`config.mk`:
```
export PLATFORM = sky130hd
export DESIGN_NAME = bloco_controle_flat
export DESIGN_NICKNAME = d
export VERILOG_FILES = /design/src/rtl/bloco_controle_pkg.sv /design/src/rtl/bloco_controle_if.sv /design/src/rtl/bloco_controle_espera.sv /design/src/rtl/bloco_controle.sv /design/src/flat_wrapper.sv
export SDC_FILE = /design/constraint.sdc
export NUM_CORES = 1
export LEC_CHECK = 0
export BUFFER_PORTS_ARGS = -buffer_cell sky130_fd_sc_hd__buf_2
export CORE_UTILIZATION = 30
export CTS_CLUSTER_SIZE = 30
export DETAILED_ROUTE_END_ITERATION = 8
export GPL_TIMING_DRIVEN = 1
export PLACE_DENSITY_LB_ADDON = 0.1
export SYNTH_ARGS = -nofsm -noshare
export SYNTH_HDL_FRONTEND = slang
export SYNTH_SLANG_ARGS = --single-unit
```
`constraint.sdc`:
```
create_clock -name clock -period 1.9 [get_ports clock]
set_input_delay 0.19 -clock clock [delete_from_list [all_inputs] [get_ports clock]]
set_output_delay 0.19 -clock clock [all_outputs]
set_load 0.005 [all_outputs]
```
`src/rtl/bloco_controle_pkg.sv`:
```
// Shared definitions for the polynomial control unit: state encoding,
// ULA op codes, datapath mux select codes and the Moore output decode.
package bloco_controle_pkg;

  typedef enum logic [3:0] {
    S_IDLE = 4'd0,
    S_LOAD = 4'd1,
    S_H1   = 4'd2,
    S_H2   = 4'd3,
    S_H3   = 4'd4,
    S_H4   = 4'd5,
    S_D1   = 4'd6,
    S_D2   = 4'd7,
    S_D3   = 4'd8,
    S_D4   = 4'd9,
    S_D5   = 4'd10,
    S_DONE = 4'd11
  } state_t;

  // Default ULA op codes (the top can remap them via parameters)
  localparam logic OP_ADD = 1'b0;
  localparam logic OP_MUL = 1'b1;

  // mux0 constant select: 0/1 a, 2 b, 3 c
  localparam logic [1:0] M0_A = 2'd0;
  localparam logic [1:0] M0_B = 2'd2;
  localparam logic [1:0] M0_C = 2'd3;
  // ULA operand B (m1): 0 mux0, 1 X, 2 S, 3 H
  localparam logic [1:0] M1_M0 = 2'd0;
  localparam logic [1:0] M1_X  = 2'd1;
  localparam logic [1:0] M1_H  = 2'd3;
  // ULA operand A (m2): 0 X, 1 mux0, 2 S, 3 H
  localparam logic [1:0] M2_X = 2'd0;
  localparam logic [1:0] M2_S = 2'd2;
  localparam logic [1:0] M2_H = 2'd3;

  // Registered control word; mul selects multiply, otherwise add
  typedef struct packed {
    logic       ready;
    logic       done;
    logic       lx;
    logic       ls;
    logic       lh;
    logic       mul;
    logic [1:0] m0;
    logic [1:0] m1;
    logic [1:0] m2;
  } ctrl_t;

  function automatic logic is_op(state_t s);
    return s inside {S_H1, S_H2, S_H3, S_H4, S_D1, S_D2, S_D3, S_D4, S_D5};
  endfunction

  function automatic state_t first_op(logic direct);
    return direct ? S_D1 : S_H1;
  endfunction

  function automatic state_t next_op(state_t s);
    state_t n;
    case (s)
      S_H1:    n = S_H2;
      S_H2:    n = S_H3;
      S_H3:    n = S_H4;
      S_H4:    n = S_DONE;
      S_D1:    n = S_D2;
      S_D2:    n = S_D3;
      S_D3:    n = S_D4;
      S_D4:    n = S_D5;
      S_D5:    n = S_DONE;
      default: n = S_IDLE;
    endcase
    return n;
  endfunction

  // Output word for state s; strobe is the load pulse of the op (cnt==0).
  // Selects not used by an op are left at 0.
  function automatic ctrl_t decode(state_t s, logic strobe);
    ctrl_t c;
    c = '0;
    case (s)
      S_IDLE: c.ready = 1'b1;
      S_LOAD: c.lx = 1'b1;
      S_H1: begin c.m2 = M2_X; c.m0 = M0_A; c.m1 = M1_M0; c.mul = 1'b1; c.ls = strobe; end
      S_H2: begin c.m2 = M2_S; c.m0 = M0_B; c.m1 = M1_M0;               c.ls = strobe; end
      S_H3: begin c.m2 = M2_S;              c.m1 = M1_X;  c.mul = 1'b1; c.ls = strobe; end
      S_H4: begin c.m2 = M2_S; c.m0 = M0_C; c.m1 = M1_M0;               c.ls = strobe; end
      S_D1: begin c.m2 = M2_X;              c.m1 = M1_X;  c.mul = 1'b1; c.lh = strobe; end
      S_D2: begin c.m2 = M2_H; c.m0 = M0_A; c.m1 = M1_M0; c.mul = 1'b1; c.lh = strobe; end
      S_D3: begin c.m2 = M2_X; c.m0 = M0_B; c.m1 = M1_M0; c.mul = 1'b1; c.ls = strobe; end
      S_D4: begin c.m2 = M2_S;              c.m1 = M1_H;                c.ls = strobe; end
      S_D5: begin c.m2 = M2_S; c.m0 = M0_C; c.m1 = M1_M0;               c.ls = strobe; end
      S_DONE: c.done = 1'b1;
      default: ;
    endcase
    return c;
  endfunction

endpackage

```
`src/rtl/bloco_controle_if.sv`:
```
// Handshake and datapath control bundle between the host/datapath side and
// the control unit.
interface bloco_controle_if;
  logic       start;
  logic       modo;
  logic       ready;
  logic       done;
  logic       h;
  logic       LX;
  logic       LS;
  logic       LH;
  logic [1:0] m0;
  logic [1:0] m1;
  logic [1:0] m2;

  modport master (
    output start, modo,
    input  ready, done, h, LX, LS, LH, m0, m1, m2
  );

  modport slave (
    input  start, modo,
    output ready, done, h, LX, LS, LH, m0, m1, m2
  );
endinterface

```
`src/rtl/bloco_controle_espera.sv`:
```
// contador_espera: loadable down-counter with zero flag; paces each ULA op.
module contador_espera
  import bloco_controle_pkg::*;
#(
  parameter int W = 1
) (
  input  logic         clock,
  input  logic         resetn,
  input  logic         load,
  input  logic         en,
  input  logic [W-1:0] load_val,
  output logic [W-1:0] cnt,
  output logic         zero
);

  assign zero = (cnt == '0);

  // load wins; otherwise count down while enabled, sticking at zero
  always_ff @(posedge clock or negedge resetn) begin
    if (!resetn)          cnt <= '0;
    else if (load)        cnt <= load_val;
    else if (en && !zero) cnt <= cnt - W'(1);
  end

endmodule

```
`src/rtl/bloco_controle.sv`:
```
// bloco_controle: sequences the polynomial datapath to evaluate
// y = a*x^2 + b*x + c, in Horner form (4 ops) or direct form via Reg_H (5 ops).
// Each ULA op holds its selects for ULA_LAT cycles and strobes its load in the
// last one. All outputs are registered from the next state.
module bloco_controle
  import bloco_controle_pkg::*;
#(
  parameter int   ULA_LAT = 1,
  parameter logic H_ADD   = OP_ADD,
  parameter logic H_MUL   = OP_MUL
) (
  input logic             clock,
  input logic             resetn,
  bloco_controle_if.slave bus
);

  localparam int            CW     = $clog2(ULA_LAT) + 1;
  localparam logic [CW-1:0] RELOAD = CW'(ULA_LAT - 1);
  // with a single-cycle ULA the strobe is already due on op entry
  localparam logic          STROBE_ON_ENTRY = (ULA_LAT == 1);

  state_t        state;
  logic          modo_r;
  ctrl_t         ctl;
  logic [CW-1:0] cnt;
  logic          zero;
  logic          cnt_load;
  logic          cnt_en;

  // reload on LOAD and on every op hand-over; count only inside ops
  assign cnt_en   = is_op(state);
  assign cnt_load = (state == S_LOAD) || (cnt_en && zero);

  contador_espera #(.W(CW)) u_espera (
    .clock    (clock),
    .resetn   (resetn),
    .load     (cnt_load),
    .en       (cnt_en),
    .load_val (RELOAD),
    .cnt      (cnt),
    .zero     (zero)
  );

  // sequencer: next state plus the control word that goes with it
  always_ff @(posedge clock or negedge resetn) begin
    if (!resetn) begin
      state  <= S_IDLE;
      modo_r <= 1'b0;
      ctl    <= decode(S_IDLE, 1'b0);
    end else begin
      case (state)
        S_IDLE:
          if (bus.start) begin
            state  <= S_LOAD;
            modo_r <= bus.modo;
            ctl    <= decode(S_LOAD, 1'b0);
          end
        S_LOAD: begin
          state <= first_op(modo_r);
          ctl   <= decode(first_op(modo_r), STROBE_ON_ENTRY);
        end
        S_H1, S_H2, S_H3, S_H4, S_D1, S_D2, S_D3, S_D4, S_D5:
          if (zero) begin
            state <= next_op(state);
            ctl   <= decode(next_op(state), STROBE_ON_ENTRY);
          end else begin
            // counter reaches zero next cycle -> raise the load strobe then
            ctl <= decode(state, cnt == CW'(1));
          end
        S_DONE: begin
          state <= S_IDLE;
          ctl   <= decode(S_IDLE, 1'b0);
        end
        default: begin
          state <= S_IDLE;
          ctl   <= decode(S_IDLE, 1'b0);
        end
      endcase
    end
  end

  assign bus.ready = ctl.ready;
  assign bus.done  = ctl.done;
  assign bus.LX    = ctl.lx;
  assign bus.LS    = ctl.ls;
  assign bus.LH    = ctl.lh;
  assign bus.h     = ctl.mul ? H_MUL : H_ADD;
  assign bus.m0    = ctl.m0;
  assign bus.m1    = ctl.m1;
  assign bus.m2    = ctl.m2;

  // register loads are mutually exclusive
  a_loads_onehot: assert property (@(posedge clock) disable iff (!resetn)
    $onehot0({bus.LX, bus.LS, bus.LH}));

  // nothing is loaded or reported while idle
  a_idle_quiet: assert property (@(posedge clock) disable iff (!resetn)
    bus.ready |-> !(bus.LX || bus.LS || bus.LH || bus.done));

endmodule
```
`src/flat_wrapper.sv`:
```
// flat-port wrapper written by rule: the top's interface ports become plain ports
module bloco_controle_flat import bloco_controle_pkg::*;
#(
  parameter int   ULA_LAT = 1,
  parameter logic H_ADD   = OP_ADD,
  parameter logic H_MUL   = OP_MUL
)
  (clock, resetn, bus_start, bus_modo, bus_ready, bus_done, bus_h, bus_LX, bus_LS, bus_LH, bus_m0, bus_m1, bus_m2);
  bloco_controle_if bus_i ();
  input logic clock;
  input logic resetn;
  input wire logic [$bits(bus_i.start)-1:0] bus_start;
  input wire logic [$bits(bus_i.modo)-1:0] bus_modo;
  output wire logic [$bits(bus_i.ready)-1:0] bus_ready;
  output wire logic [$bits(bus_i.done)-1:0] bus_done;
  output wire logic [$bits(bus_i.h)-1:0] bus_h;
  output wire logic [$bits(bus_i.LX)-1:0] bus_LX;
  output wire logic [$bits(bus_i.LS)-1:0] bus_LS;
  output wire logic [$bits(bus_i.LH)-1:0] bus_LH;
  output wire logic [$bits(bus_i.m0)-1:0] bus_m0;
  output wire logic [$bits(bus_i.m1)-1:0] bus_m1;
  output wire logic [$bits(bus_i.m2)-1:0] bus_m2;
  assign bus_i.start = bus_start;
  assign bus_i.modo = bus_modo;
  assign bus_ready = bus_i.ready;
  assign bus_done = bus_i.done;
  assign bus_h = bus_i.h;
  assign bus_LX = bus_i.LX;
  assign bus_LS = bus_i.LS;
  assign bus_LH = bus_i.LH;
  assign bus_m0 = bus_i.m0;
  assign bus_m1 = bus_i.m1;
  assign bus_m2 = bus_i.m2;
  bloco_controle #(.ULA_LAT(ULA_LAT), .H_ADD(H_ADD), .H_MUL(H_MUL)) u_core (.clock(clock), .resetn(resetn), .bus(bus_i));
endmodule
```
==> results.cfg <==
[status]
outcome = finished with violations
violations = negative setup slack

[synth]
synth_cell_type_count = 60
synth_fp_nets = 199
ys_seq_elements = 18
netlist_area_um2 = 1590
synth_seq_area_share = 0.283
synthFlopType = dfrtp_1
synth-async-reset-ratio = 1.00
yosys_warnings = 0
netlist_instances = 189
synth_edf_count = 0
avgSynthCellArea_um2 = 8.43

[sta]
finalSetupViolations = 1
rsz0062_at_grt = true
fin_skew_ns = 0.00330
post-route-period-util = 1.01
fmaxAchievable_mhz = 524
max-slew-margin-rel = 0.695
period_needed_ns = 1.91
tightest_slew_ns = 0.457
slew_viol_final = 0
worst_slack_ns = -0.0102
hold_viol = 0

[global_route]
gr-total-overflow = 0
grt_pass1_vias = 1686
grt_usage = 0.208
grt_max_degree = 19
antenna_found_initial = 0
grt_pass1_wl_um = 8650

[floorplan]
die_w_um = 74.9
start_util = 0.312
coreArea_um2 = 5110
die_area_um2 = 5610
fp.dieH_um = 74.9
fp-row-count = 26
io_pins = 16

[setup_path]
reg2reg_depth = 8
arrival_ns = 2.05
cp.buffers_inverters = 2
path_cells = inv_2 -> ha_2 -> or4b_4 -> o211ai_1 -> buf_4 -> a311oi_2 -> a22oi_1 -> nand2_1
crit_family = simple AND/OR/NAND/NOR gates
critPathLaunch = u_core.state[1]
end_kind = register
cp_num_cells = 8
slowest_delay_ns = 0.55
crit_slowest_cell = or4b_4
start_kind = register
r2r_setup_slack_ns = -0.01
rr_endpoint = u_core.bus.m2[1]
cp.required_ns = 2.04
worst-path-max-fanout = 4
r2r-start = u_core.state[1]
crit_type = reg2reg
endpoint = u_core.bus.m2[1]

[routing]
drtIter0Drc = 93
drtAntennaViolNets = 0
wl_per_cell_um = 17.3
drc = 0
first_pass_iters = 5
vias_per_cell = 5.38
wl_um = 5600
vias = 1742

[cells_and_area]
final_common_cell = buf_4
mostFrequentLayoutCells = buf_4, a21oi_1, buf_2, nand2_1, dfrtp_1
drive_gt1_frac = 0.496
nets = 265
antenna_cells = 0
final_cells = 324
syn2layout_area_growth_pct = 47.6

[pwr]
ir_worst_vdd_v = 0.000841
power_mw = 5.56
p_per_area_nw_per_um2 = 2360
p_leak_nw = 1.06

[clocking]
cts_made_buffers = 3
htree_levels = 1
cts_tree = yes
insertion_delay_ns = 0.26
path_clk_slew_ns = 0.07
clkSinkCount = 18
clk_path_buf_depth = 2
cts_root_buf = clkbuf_8

[hold_path]
min_path_type = in2reg

[run]
maxCapViolCount = 0

[place]
pre_cts_ws_ns = -0.119
numPortBuffers = 15
dpl.cell_count = 311
gp_congestion = 0.946
place_hpwl_um = 4170
[per-layer routing]
metal  part of all wire  up-vias  track usage
li1                   -      837            -
met1               0.45      842        0.280
met4              0.012        0       0.0461
met5                  0        -            0
met3              0.039       10       0.0335
met2               0.50       53        0.349
[sequential cells by signal, indices dropped and copies added, names as in the netlist]
name                 count
u_core.bus.ready         1
u_core.bus.done          1
u_core.bus.m0            2
u_core.bus.LX            1
u_core.bus.LS            1
u_core.state             4
u_core.modo_r            1
u_core.bus.m2            2
u_core.bus.m1            2
u_core.bus.LH            1
u_core.u_espera.cnt      1
u_core.ctl               1
[cells in the mapped netlist (4+ instances only)]
library cell,instances,area share
buf_6,5,0.035
nand3_1,7,0.022
nor2_1,14,0.033
inv_1,4,0.0094
buf_2,6,0.019
dfrtp_1,17,0.27
o21ai_1,6,0.019
nand2b_1,4,0.016
o22ai_1,4,0.016
a21oi_1,18,0.057
ha_1,6,0.047
nor3_1,5,0.016
o21ai_0,9,0.028
nand2_1,15,0.035
a22oi_1,4,0.019
[repair_timing]
action                                  in CTS  in global routing
gates resized for setup                     12                 31
setup buffers                                2                  6
endpoints found under the setup margin      15                 16
pin swaps                                    4                 16
hold buffers                                 1                  0
endpoints found under the hold margin       17                  0
[how the worst min path moves through the flow]
stage                     endpoint      from  slack, ns  cells after the start
5_1_grt              u_core.modo_r  bus_modo       0.16                      2
4_1_cts              u_core.modo_r  bus_modo       0.15                      2
3_5_place_dp   u_core.u_espera.cnt    resetn       0.16                      1
6_report             u_core.modo_r  bus_modo       0.16                      2
2_1_floorplan        u_core.bus.LH    resetn      -0.11                      0
3_3_place_gp   u_core.u_espera.cnt    resetn       0.15                      1
[worst register-to-register path, delay by kind of cell (launching register included)]
kind,cells,cell delay (ns)
fa+ha+maj,1,0.18
simple gates,2,0.62
buf+inv,2,0.25
flops,1,0.42
compound gates,3,0.33
[logic make-up (layout without fill, tap and decap cells)]
| group | count (synthesis) | in the layout | share of synthesized area |
|---|---|---|---|
| xor+xnor | 2 | 2 | 0.0110 |
| fa+ha+maj | 6 | 6 | 0.0471 |
| buf+inv | 21 | 86 | 0.0848 |
| mux | 3 | 3 | 0.0196 |
| compound gates | 76 | 76 | 0.334 |
| simple gates | 63 | 63 | 0.221 |
| flops | 18 | 18 | 0.283 |
[through the flow]
step / setup TNS [ns] / area, um2 / hold slack [ns] / util
2_1_floorplan: 0 / 1600 / -0.106 / -
3_3_place_gp: -0.467 / 2040 / 0.152 / 0.400
3_5_place_dp: -0.657 / 2040 / 0.164 / 0.400
4_1_cts: -0.0266 / 2170 / 0.155 / 0.425
5_1_grt: -0.470 / 2350 / 0.159 / 0.461
6_report: -0.0102 / 2350 / 0.160 / 0.461
[layout make-up]
| type | count | area (um2) |
|---|---|---|
| clock buffer | 4 | 55.1 |
| fill | 519 | 2750 |
| inverter | 5 | 21.3 |
| multi-input combinational | 150 | 1170 |
| sequential | 18 | 457 |
| tap | 70 | 87.6 |
| timing repair buffer | 77 | 566 |
[where the power goes]
group | switching (mW) | internal, mW | total (mW)
logic | 2.25 | 2.29 | 4.54
registers | 0.147 | 0.547 | 0.695
clock network | 0.138 | 0.184 | 0.322
total | 2.53 | 3.03 | 5.56
Note: power is estimated with default switching activity, not from simulation.
